<file path="src/rtl/reg_mem_bank.sv">
// rtl/reg_mem_bank.sv - addressable bank of wide matrix registers with masked writes and sequenced clear
module reg_mem_bank #(
  parameter  int WIDTH  = 256,
  parameter  int ELEM_W = 16,
  parameter  int DEPTH  = 8,
  localparam int AW     = $clog2(DEPTH),
  localparam int NE     = WIDTH / ELEM_W
) (
  input  logic             clk,
  input  logic             rst_n,
  input  logic             regEN,
  output logic             regReady,
  input  logic             regRW,
  input  logic             regClr,
  input  logic [AW-1:0]    regAddr,
  input  logic [WIDTH-1:0] regWrite,
  input  logic [NE-1:0]    regMask,
  output logic [WIDTH-1:0] regBus,
  output logic             regValid,
  output logic             regFleg
);

  typedef enum logic {IDLE, CLEAR} state_t;

  state_t           state;
  logic [AW-1:0]    cnt;
  logic [WIDTH-1:0] mem [DEPTH];
  logic             wrAcc;

  // A clear request in the same cycle takes priority and swallows the write
  assign wrAcc    = (state == IDLE) && !regClr && regEN && !regRW;
  assign regReady = (state == IDLE);

  // Storage array: no reset, only the clear sequence zeroes entries
  always_ff @(posedge clk) begin
    if (rst_n) begin
      if (state == CLEAR) begin
        mem[cnt] <= '0;
      end else if (wrAcc) begin
        for (int i = 0; i < NE; i++) begin
          if (regMask[i]) begin
            mem[regAddr][i*ELEM_W +: ELEM_W] <= regWrite[i*ELEM_W +: ELEM_W];
          end
        end
      end
    end
  end

  // Control FSM with registered read data, read strobe and completion pulse
  always_ff @(posedge clk or negedge rst_n) begin
    if (!rst_n) begin
      state    <= IDLE;
      cnt      <= '0;
      regBus   <= '0;
      regValid <= 1'b0;
      regFleg  <= 1'b0;
    end else begin
      regValid <= 1'b0;
      regFleg  <= 1'b0;
      case (state)
        IDLE: begin
          if (regClr) begin
            state <= CLEAR;
            cnt   <= '0;
          end else if (regEN) begin
            regFleg <= 1'b1;
            if (regRW) begin
              regBus   <= mem[regAddr];
              regValid <= 1'b1;
            end
          end
        end
        CLEAR: begin
          cnt <= cnt + AW'(1);
          if (cnt == AW'(DEPTH - 1)) begin
            state   <= IDLE;
            regFleg <= 1'b1;
          end
        end
        default: state <= IDLE;
      endcase
    end
  end

endmodule

</file>
<file path="config.mk">
export PLATFORM = sky130hd
export DESIGN_NAME = reg_mem_bank
export DESIGN_NICKNAME = d
export VERILOG_FILES = /design/src/rtl/reg_mem_bank.sv
export SDC_FILE = /design/constraint.sdc
export NUM_CORES = 2
export LEC_CHECK = 0
export CAP_MARGIN = 10
export CORE_MARGIN = 2
export CORE_UTILIZATION = 50
export DETAILED_ROUTE_END_ITERATION = 10
export PLACE_DENSITY = 0.66
export SLEW_MARGIN = 20
export SYNTH_ARGS = -nofsm -noshare
export SYNTH_HDL_FRONTEND = slang
export SYNTH_SLANG_ARGS = --single-unit
</file>
<file path="constraint.sdc">
create_clock -name clk -period 4.8 [get_ports clk]
set_clock_uncertainty 0.05 [all_clocks]
set_input_delay 0.72 -clock clk [delete_from_list [all_inputs] [get_ports clk]]
set_output_delay 0.72 -clock clk [all_outputs]
set_load 0.01 [all_outputs]
</file>
==> summary.md <==
| Metric | Value |
|---|---|
| Skew-Pair Late Insertion Delay | 0.87 ns |
| Design area | 0.106 mm^2 |
| RSZ-0062 raised after global routing | no |
| Die Wd | 425 um |
| Final Cycle Share | about four fifths |
| Worst slew pin tran | between 1 and 1.5 ns |
| TritonCTS Sinks | 2,310 |
| CORE AREA | roughly 0.18 mm^2 |
| Ys async rst share | 11.3% |
| Placed cell area | roughly 0.098 mm^2 |
| Worst hold path class | input port to async pin |
| Sequential area share after synthesis | between 70% and 80% |
| Initial antenna violation count | 11 |
| Post-synth cell types | 38 |
| I/O pins | 539 |
| Worst Reg-to-Reg Cells | 8 |
| Post-DP HPWL | 132,000 um |
| Detailed-route via count | ~44k |
| Cell area after synthesis | around 0.09 mm^2 |
| Clk root buf | clkbuf_16 |
| Largest net degree at the start of global routing | 159 |
| Die H | 425 um |
| Relative slew margins | a little under a quarter |
| Post-synth EDFFs | approximately 2k |
| Starting Density | between 50% and 60% |
| Synth Instances | 4,325 |
| Setup CP Type | input port to flop |
| Via/cell ratio | 5.88 |
| Compound-Gate Fraction of Synth Area | 2.43% |
| FF+latch count, synth | between 2k and 2.5k |
| Crit Reg-Reg Startpoint | state |
| Wire per inst | roughly 29 um |
| Fin. Hold Viols | 0 |
| Syn_nets | about 4.6k |
| WP data required | approximately 5.3 ns |
| Drt initial violations | between 4k and 5k |
| Crit path launch type | input port |
| Worst Setup End Kind | flop |
| Final Max Tran Viols | 0 |
| Area share of the largest cell type after synthesis | between 60% and 70% |
| Nets | 5,292 |
| Area growth syn-to-layout | 19.4% |
| Post-Route WL | around 220,000 um |
| Leak | 0.0371 uW |
| Mean post-synth cell area | 20.5 um^2 |
| First-pass GRT wire length | ~310,000 um |
| Port Buffers | about 540 |
| Detailed Routing Iterations Pass 1 | 6 |
| Max Fclk | between 0.2 and 0.3 GHz |
| Vias in the first global route | ~45k |
| Max-cap check violation count | 0 |
| Crit Path Max Fanout | roughly 160 |
| CTS Buffer Depth | 3 |
| Setup Buffers After CTS | 0 |
| Largest family of logic cells by synthesized area | multiplexers |
| Post-synthesis xor/xnor area fraction | 0% |
| Num rows | about 150 |
| Final setup fails | 0 |
| Grt ovf | 0 |
| Synthesized-area fraction occupied by adder cells | less than 1% |
| Final TNS setup | 0 ns |
| H-tree levels | 4 |
| Overall Power | between 50,000 and 60,000 uW |
| Total Routing Usage GR | 24.1% |
| Die ar. | between 0.15 and 0.2 mm^2 |
| Post-synthesis mux area share | between 10% and 20% |
| Reg clk slew, reported paths | roughly 0.060 ns |
| Synth Area in Simple Gates | roughly 3.3% |
| Status | complete, no violations |
| Layout cells sized above 1 | a little under a quarter |
| DRC violations left | 0 |
| Min Tclk post-route | 3.75 ns |
| Top_reg_cell synth | edfxtp_1 |
| Flop2flop setup slack | approximately 1.5 ns |
| CTS tree | yes |
| Fillers | 12.7k |
| Peak supply drop | around 430 uV |
| Antenna Nets Post-Route | 0 |
| PwrDens | between 500 and 600 mW/mm^2 |
| Dominant cells by area after synthesis | edfxtp_1 (69%), mux4_2 (13%), dfrtp_1 (7.4%) |
| Routability cong. | 0.790 |
| R2R Path End | mem[2][37] |
| CP arrival | 4.26 ns |
| Number of synthesis warnings | 0 |
| Num CTS Buffers | around 230 |
| Most area-hungry cell type in the Yosys netlist | edfxtp_1 |
==> critical path, stage by stage <==
cell and delay [ns]:
clkdlybuf4s50_1 0.61, nor4_2 0.93, nand4_1 0.39, buf_12 0.38, buf_4 0.54, and3_1 0.36
==> per-stage QoR <==
step	cells	hold slack, ns	util [%]	setup slack (ns)
after CTS	7553	0.159	60.0	1.23
after floorplan	4325	0.374	-	1.69
after detailed placement	7122	0.468	55.7	0.278
after global placement	7122	0.456	55.7	0.235
after global routing	7558	0.191	60.1	1.23
final	7558	0.223	60.1	1.05
==> synth_stat cells (8+ instances only) <==
cell,count
a21oi_2,10
buf_1,31
dfrtp_1,262
a21oi_1,390
mux4_2,512
clkbuf_1,142
and3_1,257
buf_6,24
nor2_1,259
mux2i_1,256
edfxtp_1,2048
buf_2,79
buf_4,8
==> flip-flops by register name (all words and copies together), names as in the netlist <==
name,cells
state,1
mem,2048
regBus,256
regFleg,1
cnt,3
regValid,1
==> kinds of logic (layout without fill, tap and decap cells) <==
logic type | count (synthesis) | count (layout)
flip-flops | 2310 | 2310
other | 0 | 5
AND/OR/NAND/NOR | 544 | 544
buffers and inverters | 288 | 1176
multiplexers | 768 | 768
adder cells (fa/ha/maj) | 2 | 2
AO/OA/AOI/OAI | 413 | 413
==> power by group <==
part	leakage (uW)	internal (uW)	total, uW	switching (uW)
logic	0.0109	4300	9410	5110
registers	0.0225	25400	26800	1440
clock network	0.00371	10300	17900	7620
==> routing by layer <==
layer | GRT usage [%] | wire length [um]
met5 | 0 | 68
met4 | 9.93 | 9250
met3 | 3.63 | 12900
met2 | 39.2 | 108000
met1 | 33.1 | 88000
==> area by class of cell <==
class / instances / area (um^2) / area share [%]
Antenna cell: 5 / 12.5 / 0.0118
Clock buffer: 314 / 6250 / 5.91
Clock inverter: 116 / 1390 / 1.31
Inverter: 3 / 11.3 / 0.0106
Multi-Input combinational cell: 1727 / 19800 / 18.7
Sequential cell: 2310 / 68100 / 64.3
Tap cell: 2340 / 2930 / 2.77
Timing Repair Buffer: 743 / 7330 / 6.93
==> cell usage in the layout, fill, tap and decap left out, types with 3 or more instances in the layout <==
cell	count
nor2_1	259
a21oi_4	13
clkbuf_8	29
buf_4	173
buf_8	4
nand4b_4	4
diode_2	5
o21ai_4	4
nor4_2	3
buf_12	31
mux2i_1	256
clkbuf_16	225
nand4_1	5
and3_1	256
a22o_1	3
mux4_2	512
clkinv_1	28
clkdlybuf4s50_1	534
clkinv_16	7
edfxtp_1	2048
clkinvlp_4	9
inv_16	4
inv_6	6
clkbuf_1	60
clkinv_4	3
dfrtp_1	262
clkinv_2	36
bufinv_16	21
inv_1	3
a21oi_2	118
a21oi_1	269
==> repair_timing <==
| action | in CTS | in global routing |
|---|---|---|
| resized for setup | 0 | 0 |
| hold buffers | 1 | 0 |
| endpoints found under the setup margin | 0 | 0 |
| hold endpoints to repair | 18 | 0 |
==> worst max path at each step <==
stage                     startpoint          end  cells past startpoint
after CTS                 regMask[0]   mem[5][80]                      6
after global placement    regMask[0]  mem[5][140]                      6
after global routing      regMask[0]  mem[7][220]                      8
final                     regMask[0]    mem[0][0]                      6
after detailed placement  regMask[0]   mem[5][93]                      6
after floorplan           regAddr[0]  mem[4][100]                      8
Power figures use the tool's default switching activity.
